**src/rtl/if_stage.sv**
```systemverilog
// Instruction-fetch stage of the miniRV 5-stage pipeline: PC register, IROM addressing,
// IF/ID register with stall/redirect handling, plus fetch/flush counters and a misalign flag.
module if_stage #(
  parameter logic [31:0] RESET_PC = 32'h0000_0000,
  parameter int          IROM_AW  = 14,
  parameter logic [31:0] NOP_INST = 32'h0000_0013
) (
  input  logic               cpu_clk,
  input  logic               cpu_rst,
  input  logic               stall,
  input  logic               redirect_valid,
  input  logic [31:0]        redirect_target,
  output logic [IROM_AW-1:0] irom_addr,
  input  logic [31:0]        irom_inst,
  output logic [31:0]        pc_if,
  output logic [31:0]        if_id_pc,
  output logic [31:0]        if_id_pc4,
  output logic [31:0]        if_id_inst,
  output logic               if_id_valid,
  output logic [31:0]        fetch_cnt,
  output logic [31:0]        flush_cnt,
  output logic               fetch_misalign
);

  logic [31:0] pc_q, pc_d;
  logic [31:0] if_id_pc_q, if_id_pc_d;
  logic [31:0] if_id_pc4_q, if_id_pc4_d;
  logic [31:0] if_id_inst_q, if_id_inst_d;
  logic        if_id_valid_q, if_id_valid_d;
  logic [31:0] fetch_cnt_q, fetch_cnt_d;
  logic [31:0] flush_cnt_q, flush_cnt_d;
  logic        misalign_q, misalign_d;
  logic [31:0] pc_plus4;

  assign pc_plus4 = pc_q + 32'd4;

  // Redirect outranks stall: a wrong-path fetch must be squashed even if IF/ID is held.
  always_comb begin
    pc_d          = pc_q;
    if_id_pc_d    = if_id_pc_q;
    if_id_pc4_d   = if_id_pc4_q;
    if_id_inst_d  = if_id_inst_q;
    if_id_valid_d = if_id_valid_q;
    fetch_cnt_d   = fetch_cnt_q;
    flush_cnt_d   = flush_cnt_q;
    misalign_d    = misalign_q;
    if (redirect_valid) begin
      pc_d          = {redirect_target[31:2], 2'b00};
      if_id_pc_d    = 32'd0;
      if_id_pc4_d   = 32'd0;
      if_id_inst_d  = NOP_INST;
      if_id_valid_d = 1'b0;
      flush_cnt_d   = flush_cnt_q + 32'd1;
      misalign_d    = misalign_q | (redirect_target[1:0] != 2'b00);
    end else if (!stall) begin
      pc_d          = pc_plus4;
      if_id_pc_d    = pc_q;
      if_id_pc4_d   = pc_plus4;
      if_id_inst_d  = irom_inst;
      if_id_valid_d = 1'b1;
      fetch_cnt_d   = fetch_cnt_q + 32'd1;
    end
  end

  always_ff @(posedge cpu_clk) begin
    if (cpu_rst) begin
      pc_q          <= RESET_PC;
      if_id_pc_q    <= 32'd0;
      if_id_pc4_q   <= 32'd0;
      if_id_inst_q  <= NOP_INST;
      if_id_valid_q <= 1'b0;
      fetch_cnt_q   <= 32'd0;
      flush_cnt_q   <= 32'd0;
      misalign_q    <= 1'b0;
    end else begin
      pc_q          <= pc_d;
      if_id_pc_q    <= if_id_pc_d;
      if_id_pc4_q   <= if_id_pc4_d;
      if_id_inst_q  <= if_id_inst_d;
      if_id_valid_q <= if_id_valid_d;
      fetch_cnt_q   <= fetch_cnt_d;
      flush_cnt_q   <= flush_cnt_d;
      misalign_q    <= misalign_d;
    end
  end

  // IROM address comes straight from the PC flop, never from stall/redirect.
  assign irom_addr      = pc_q[IROM_AW+1:2];
  assign pc_if          = pc_q;
  assign if_id_pc       = if_id_pc_q;
  assign if_id_pc4      = if_id_pc4_q;
  assign if_id_inst     = if_id_inst_q;
  assign if_id_valid    = if_id_valid_q;
  assign fetch_cnt      = fetch_cnt_q;
  assign flush_cnt      = flush_cnt_q;
  assign fetch_misalign = misalign_q;

endmodule
```
**config.mk**
```make
export PLATFORM = sky130hd
export DESIGN_NAME = if_stage
export DESIGN_NICKNAME = d
export VERILOG_FILES = /design/src/rtl/if_stage.sv
export SDC_FILE = /design/constraint.sdc
export NUM_CORES = 1
export LEC_CHECK = 0
export ABC_CLOCK_PERIOD_IN_PS = 2600
export CORE_MARGIN = 5
export CORE_UTILIZATION = 47
export DETAILED_ROUTE_END_ITERATION = 12
export PLACE_DENSITY = 0.89
export SKIP_LAST_GASP = 1
export SLEW_MARGIN = 20
export SYNTH_ARGS = -nofsm -noshare
export SYNTH_HDL_FRONTEND = slang
export SYNTH_SLANG_ARGS = --single-unit
```
**constraint.sdc**
```tcl
create_clock -name cpu_clk -period 2.6 [get_ports cpu_clk]
set_input_delay 0.26 -clock cpu_clk [delete_from_list [all_inputs] [get_ports cpu_clk]]
set_output_delay 0.26 -clock cpu_clk [all_outputs]
set_load 0.02 [all_outputs]
```
; ---- Yosys cells after proc, flatten, opt, wreduce, memory -nomap -nowiden
; Cells that the tools add are included.
[word_totals]
ff_bits = 194
latchBits = 0
ram_bits = 0
romBits = 0
elab_cells = 21
mem_count = 0
[classes]
addsub = 3
mul = 0
n_div = 0
magnitude_cmp = 0
n_eq_ne = 1
shift = 0
n_mux = 2
bitwise_logic = 3
reduce_logical = 3
[op_table]
columns = operator, n
row1 = adder 32 x 1 -> 32 bit (second input constant), 2
row2 = 2-to-1 mux 32 bit, 2
row3 = adder 32 x 3 -> 32 bit (second input constant), 1
row4 = inequality test 2 x 1 -> 1 bit (second input constant), 1
row5 = inverter 1 bit, 2
row6 = AND reduction 2 bit, 1
row7 = nonzero test 2 bit, 1
row8 = OR reduction 2 bit, 1
row9 = bitwise OR 1 bit, 1

; ---- Logic depth before layout (Yosys ltp)
; Gate-level depths: netlist (run 1).
[depth]
ltp_word = 3
mapped_depth = 7

; ---- Worst setup path after synthesis (run 1)
; Ideal clock, no wire load.
[synth_timing]
path_kind = register to register
start = register pc_q[11] (netlist: pc_if[11])
end = register pc_q[31] (netlist: pc_if[31])
setup_ns = 0.091
t_arrival_ns = 2.060
t_required_ns = 2.509
slack_ns = 0.449
path_stages_with_launch = 6
synth_period_minus_slack_ns = 2.151
path_cell_list = dfxtp_1 > buf_2 > nand4_4 > or4_4 > or4_1 > a311oi_1
[synth_via]
elab_chain_len = 3
[synth_lines]
columns = element, line
row1 = start: declaration, 25  ; logic [31:0] pc_q, pc_d;
row2 = start signal: assignment, 76  ; pc_q <= pc_d;
row3 = adder 32 x 3 -> 32 bit, 35  ; assign pc_plus4 = pc_q + 32'd4;
row4 = 2-to-1 mux 32 bit, 55  ; end else if (!stall) begin
row5 = 2-to-1 mux 32 bit, 47  ; if (redirect_valid) begin
; Every way passes these cells. The select of a mux whose other input is x is not followed.
; A chain may end at the register's enable or synchronous reset.

; ---- Worst setup path after layout (run 1)
[layout_timing]
start = register pc_q[2] (netlist: pc_if[2])
end = register pc_q[23] (netlist: pc_if[23])
; Same word-level chain as after synthesis.

==> flow_summary.json, run 1 <==
{
  "status": "completed",
  "drv_cap": 0,
  "grtUsageTotal_pct": 24.78,
  "clk_pin_slew_worst_paths_ns": 0.08,
  "cts_setup_buffers": 0,
  "die_h_microns": 145.0,
  "sw_frac_of_total_pct": 26.75,
  "fin_ws_ns": 0.2905,
  "drtIter0Drc": 587,
  "synth-xor-area-share_pct": 4.704,
  "hp-class": "in -> reg",
  "cp_num_cells": 4,
  "synth_edf_count": 0,
  "vias_per_cell": 5.792,
  "ios": 276,
  "drive_gt1_share_pct": 7.562,
  "synthCells": 989,
  "p_switching_mw": 1.758,
  "startpoint_type": "register",
  "cp.arrival_ns": 2.65,
  "ys_warn_count": 0,
  "drv_slew": 0,
  "crit_start": "pc_if[2]$_SDFFE_PP0P_",
  "slowest_delay_ns": 0.61,
  "reg2reg_from": "pc_if[2]$_SDFFE_PP0P_",
  "place_congestion": 0.9102,
  "p_leak_nw": 4.133,
  "synth_seq_cells": 188,
  "cts_tree": "built",
  "skew_ns": 0.009946,
  "drc": 0,
  "cp_slowest_cell": "or3_1",
  "synth_area_sq_um": 8564,
  "worstPathCellList": "nand4_1 -> or3_1 -> or4_1 -> a311oi_1",
  "grt_pass1_wl_microns": 43570,
  "pwr-share-comb_pct": 12.7,
  "period_share_pct": 88.83,
  "critical_path.top_delay_family": "simple AND/OR/NAND/NOR gates",
  "cts-root-buf": "clkbuf_16",
  "pwr-share-clk_pct": 41.0,
  "synth_compound_area_share_pct": 14.55,
  "tns_ns": 0,
  "rsz0062_at_grt": "no",
  "clockBufferDepth": 2,
  "port-buffer-count": 269,
  "cts-resized-gates": 0,
  "yosysSeqAreaShare_pct": 43.94,
  "synth-main-ff-cell": "dfxtp_1",
  "yosys-mux-area-fraction_pct": 6.574,
  "ir_drop_uv": 459.3,
  "cts_buffers": 17,
  "synth-simple-area-share_pct": 23.39,
  "nFillCells": 1386,
  "clk_latency_ns": 0.43,
  "rrSetupSlack_ns": 0.29,
  "critPathCapture": "pc_if[23]$_SDFFE_PP0P_",
  "cts_num_sinks": 188,
  "total_power_mw": 6.571,
  "hpwlAfterDp_microns": 19760,
  "die_w_microns": 145.0,
  "intPower_mw": 4.813,
  "tightestPinTransition_ns": 0.7651,
  "routed_wl_microns": 27130,
  "overflow": 0,
  "hold_viol_final": 0,
  "cts_max_level": 4,
  "synth_async_sr_flop_share_pct": 0,
  "power_density_nw_per_um2": 544.0,
  "final_nets": 1301,
  "post-place-ws_ns": 0.07148,
  "p_seq_share_pct": 46.3,
  "cp.required_ns": 2.94,
  "antenna_found_initial": 1,
  "initial_utilization_pct": 47.68,
  "path_max_fanout": 16,
  "worstSetupPathType": "reg -> reg",
  "hold_buffers": 0,
  "syn2layout_area_growth_pct": 41.05,
  "synth_top_family_by_area": "simple AND/OR/NAND/NOR gates",
  "min_from": "stall",
  "num_rows": 49,
  "finalSetupViolations": 0,
  "slew_headroom_pct": 48.60,
  "die_area_sq_um": 21020,
  "num_vias": 8532,
  "wl_per_cell_microns": 18.42,
  "antenna_left": 0,
  "grt_max_degree": 58,
  "max_freq_mhz": 433.0,
  "synthAdderAreaFrac_pct": 0.4383,
  "coreArea_sq_um": 17960,
  "reg2reg_to": "pc_if[23]$_SDFFE_PP0P_",
  "ff2ff_path_depth": 4,
  "firstDrtPassIters": 5,
  "min_period_ns": 2.310,
  "synth_cell_types": 49,
  "critPathCaptureType": "register",
  "first_global_vias": 8374,
  "syn_avg_cell_area_sq_um": 8.660,
  "worstPathBufferInverterCount": 0
}
power by group through the flow:
stage / logic, mW / registers [mW] / clock network (mW)
6_report: 0.836 / 3.04 / 2.69
3_5_place_dp: 0.833 / 3.11 / 0
4_1_cts: 0.838 / 3.04 / 2.73
2_1_floorplan: 0.345 / 3.19 / 0
3_3_place_gp: 0.822 / 3.10 / 0
5_1_grt: 0.896 / 3.05 / 2.85
worst register-to-register path, stage by stage (launching register included):
cell      delay (ns)
dfxtp_1         0.53
nand4_1         0.24
or3_1           0.61
or4_1           0.57
a311oi_1        0.27
final cells by class:
class	instances	area (sq um)	area share, %
inverters	24	90.09	0.7457
well taps	229	286.5	2.372
repair buffers	312	3060	25.33
flip-flops and latches	188	3764	31.15
diodes	1	2.502	0.02071
clock buffers	17	425.4	3.522
multi-input cells	687	4278	35.41
clock inverters	15	173.9	1.440
synthesized netlist by cell type, types with 4 or more instances:
cell type    n  share of area [%]
dfxtp_1    188                 44
nor2_1     112                4.9
a21oi_1     70                4.1
clkbuf_1    54                2.4
mux2i_1     54                6.3
nand2_1     54                2.4
o21ai_0     50                2.9
or4_1       36                3.2
o31ai_1     33                2.9
xnor2_1     31                3.2
nand4_1     30                2.2
or3_1       27                2.0
nand3_1     25                1.5
inv_1       23                1.0
nor3_1      22                1.3
buf_4       20                1.8
a311oi_1    18                1.8
a211oi_1    17                1.5
and4_1      16                1.6
nor4_1      15                1.1
xor2_1      15                1.5
buf_2       10               0.58
buf_1        8               0.35
a31oi_1      7               0.51
and2_1       6               0.44
nor2b_1      6               0.44
nand2b_1     5               0.37
or2_2        4               0.29
layout by cell type (no fill, tap or decap), types with 4 or more instances in the layout:
master             n
a31oi_1            7
a21oi_1           70
o21ai_0           50
nor2_1           111
inv_1             23
and2_1             6
nand2b_1           5
nand4_1           30
a211oi_1          17
buf_12             4
nor2b_1            6
or3_1             27
conb_1             6
nor4_1            15
inv_6              5
nand2_1           54
clkbuf_16         17
xnor2_1           31
mux2i_1           54
o31ai_1           33
a311oi_1          18
dfxtp_1          188
and4_1            16
clkdlybuf4s50_1  267
buf_4             41
nand3_1           25
or2_2              4
nor3_1            22
xor2_1            15
or4_1             36
cells by family (layout without fill, tap and decap cells):
kind of cell | count (synthesis) | count (layout)
XOR/XNOR | 46 | 46
buffers and inverters | 119 | 368
AND/OR/NAND/NOR | 373 | 373
adder cells (fa/ha/maj) | 3 | 3
AO/OA/AOI/OAI | 203 | 203
flip-flops | 188 | 188
multiplexers | 56 | 56
other | 1 | 7
worst min-delay path by stage:
stage | cells after the start | endpoint | slack, ns
3_3_place_gp | 2 | fetch_misalign$_SDFFE_PP0P_ | 0.43
4_1_cts | 3 | if_id_pc4[4]$_SDFFE_PP0N_ | 0.26
5_1_grt | 3 | if_id_pc[27]$_SDFFE_PP0N_ | 0.28
2_1_floorplan | 2 | if_id_inst[0]$_SDFFE_PP1N_ | 0.39
3_5_place_dp | 2 | fetch_misalign$_SDFFE_PP0P_ | 0.44
6_report | 3 | if_id_pc4[4]$_SDFFE_PP0N_ | 0.29
stage by stage:
step           hold slack (ns)  util (%)  instance area (sq um)  cells
6_report                0.2865     67.25                  12080   1473
5_1_grt                 0.2797     67.24                  12080   1472
2_1_floorplan           0.3851         -                   8583    994
3_3_place_gp            0.4325     63.90                  11480   1440
4_1_cts                 0.2570     67.24                  12080   1472
3_5_place_dp            0.4355     63.90                  11480   1440
sequential cells by signal, indices dropped and copies added (netlist names):
name and count:
if_id_inst 32, flush_cnt 32, pc_if 30, if_id_pc 30, if_id_valid 1, if_id_pc4 30
fetch_misalign 1, fetch_cnt 32
metal layers:
layer / GRT usage [%] / wire (microns) / share of wire [%] / vias up
met3: 7.608 / 2564 / 9.5 / 62
met2: 42.00 / 13190 / 49 / 415
met4: 9.934 / 844 / 3.1 / 2
li1: - / - / - / 4045
met5: 0 / 20 / 0.074 / -
met1: 29.25 / 10510 / 39 / 4008
Power figures use the tool's default switching activity.
==> inputs of run 2 (changes only) <==
--- a/config.mk
+++ b/config.mk
@@ -5,10 +5,11 @@
 export SDC_FILE = /design/constraint.sdc
 export NUM_CORES = 1
 export LEC_CHECK = 0
-export ABC_CLOCK_PERIOD_IN_PS = 2600
+export ABC_CLOCK_PERIOD_IN_PS = 2500
 export CORE_MARGIN = 5
 export CORE_UTILIZATION = 47
 export DETAILED_ROUTE_END_ITERATION = 12
+export HOLD_SLACK_MARGIN = 0.1
 export PLACE_DENSITY = 0.89
 export SKIP_LAST_GASP = 1
 export SLEW_MARGIN = 20
==> constraint.sdc (replaced) <==
create_clock -name cpu_clk -period 2.5 [get_ports cpu_clk]
set_input_delay 0.25 -clock cpu_clk [delete_from_list [all_inputs] [get_ports cpu_clk]]
set_output_delay 0.25 -clock cpu_clk [all_outputs]
set_load 0.02 [all_outputs]
==> flow_summary.json, run 2 (synthesis gave the netlist of run 1 again) <==
{
  "status": "completed",
  "hpwlAfterDp_microns": 19780,
  "cts-root-buf": "clkbuf_16",
  "grt_pass1_wl_microns": 44190,
  "pwr-share-comb_pct": 13.0,
  "path_max_fanout": 12,
  "grt_max_degree": 67,
  "overflow": 0,
  "worstSetupPathType": "reg -> reg",
  "wl_per_cell_microns": 18.47,
  "drtIter0Drc": 594,
  "antenna_found_initial": 1,
  "syn2layout_area_growth_pct": 41.20,
  "drive_gt1_share_pct": 8.000,
  "skew_ns": 0.01138,
  "startpoint_type": "register",
  "first_global_vias": 8347,
  "cp.arrival_ns": 2.57,
  "antenna_cells": 0,
  "critPathCaptureType": "register",
  "hold_depth": 3,
  "nFillCells": 1378,
  "reg2reg_from": "flush_cnt[3]$_SDFFE_PP0P_",
  "rsz0062_at_grt": "no",
  "initial_utilization_pct": 47.68,
  "rrSetupSlack_ns": 0.28,
  "slew_headroom_pct": 59.49,
  "hold_slack_ns": 0.2824,
  "die_h_microns": 145.0,
  "hold-path-endpoint": "if_id_pc[25]$_SDFFE_PP0N_",
  "port-buffer-count": 269,
  "ff2ff_path_depth": 5,
  "ios": 276,
  "num_vias": 8588,
  "die_w_microns": 145.0,
  "post-place-ws_ns": 0.2131,
  "clk_latency_ns": 0.43,
  "vias_per_cell": 5.807,
  "clk_pin_slew_worst_paths_ns": 0.08,
  "p_seq_share_pct": 46.7,
  "sw_frac_of_total_pct": 27.08,
  "antenna_left": 0,
  "cts_tree": "built",
  "drv_slew": 0,
  "tightestPinTransition_ns": 0.6021,
  "finalSetupViolations": 0,
  "p_switching_mw": 1.832,
  "grtUsageTotal_pct": 25.12,
  "total_power_mw": 6.765,
  "place_area_sq_um": 11500,
  "tns_ns": 0,
  "clockBufferDepth": 2,
  "hp-class": "in -> reg",
  "reg2reg_to": "flush_cnt[17]$_SDFFE_PP0P_",
  "place_congestion": 0.9575,
  "mostFrequentLayoutCells": "267 x clkdlybuf4s50_1, 188 x dfxtp_1, 111 x nor2_1",
  "multiInputGateArea_sq_um": 4278,
  "post-route-util_pct": 67.32,
  "min_from": "stall",
  "layout_commonest_cell": "clkdlybuf4s50_1",
  "final_nets": 1308,
  "hold_viol_final": 0,
  "cts_buffers": 17,
  "fin_cells": 1479,
  "p_leak_nw": 4.149,
  "cts_max_level": 4,
  "max_freq_mhz": 451.4,
  "num_rows": 49,
  "cts_num_sinks": 188,
  "die_area_sq_um": 21020,
  "drv_cap": 0,
  "pwr-share-clk_pct": 40.3,
  "firstDrtPassIters": 6,
  "regArea_sq_um": 3764,
  "placedCellCount": 1446,
  "drc": 0,
  "period_share_pct": 88.61,
  "design_area_sq_um": 12090,
  "fin_ws_ns": 0.2848,
  "coreArea_sq_um": 17960,
  "cp.required_ns": 2.86,
  "cts-resized-gates": 0,
  "ir_drop_uv": 475.7,
  "power_density_nw_per_um2": 559.4,
  "min_period_ns": 2.215,
  "routed_wl_microns": 27320,
  "intPower_mw": 4.933
}
[run 2: layout make-up]
| cell class | instances | area share [%] |
|---|---|---|
| clock inverter | 14 | 1.200 |
| tap | 229 | 2.369 |
| inverter | 24 | 0.7450 |
| timing repair buffer | 319 | 25.56 |
| multi-input combinational | 687 | 35.38 |
| clock buffer | 18 | 3.632 |
| sequential | 188 | 31.12 |
[run 2: layer usage]
layer  GRT usage [%]  routed length [microns]  vias to the layer above  part of all wire (%)
met4           9.463                      861                        2                   3.2
met5               0                       20                        -                 0.073
met2           40.94                    13000                      426                    48
met1           31.13                    10760                     4036                    39
met3           7.983                     2686                       65                   9.8
li1                -                        -                     4059                     -
[run 2: timing repair]
action,in CTS,in global routing
endpoints found under the hold margin,1,0
hold buffers,1,0
setup buffers,0,0
[run 2: power by group through the flow]
stage / Sequential [mW] / Clock (mW) / Combinational, mW
3_5_place_dp: 3.23 / 0 / 0.874
5_1_grt: 3.17 / 2.89 / 0.940
3_3_place_gp: 3.22 / 0 / 0.861
2_1_floorplan: 3.32 / 0 / 0.359
6_report: 3.16 / 2.72 / 0.881
4_1_cts: 3.16 / 2.76 / 0.882
[run 2: worst max path at each step]
stage	startpoint	end	cells after the start
after floorplan	pc_if[11]$_SDFFE_PP0P_	pc_if[31]$_SDFFE_PP0P_	5
after global placement	redirect_valid	flush_cnt[17]$_SDFFE_PP0P_	6
after detailed placement	redirect_valid	flush_cnt[17]$_SDFFE_PP0P_	6
after CTS	flush_cnt[3]$_SDFFE_PP0P_	flush_cnt[17]$_SDFFE_PP0P_	5
after global routing	flush_cnt[3]$_SDFFE_PP0P_	flush_cnt[19]$_SDFFE_PP0P_	5
final	flush_cnt[3]$_SDFFE_PP0P_	flush_cnt[17]$_SDFFE_PP0P_	5
[run 2: worst max-delay path: stages, from the launching register on]
cell     delay, ns
dfxtp_1       0.42
nand3_1       0.24
or4_1         0.72
buf_4         0.25
or3_1         0.35
a21oi_1       0.16
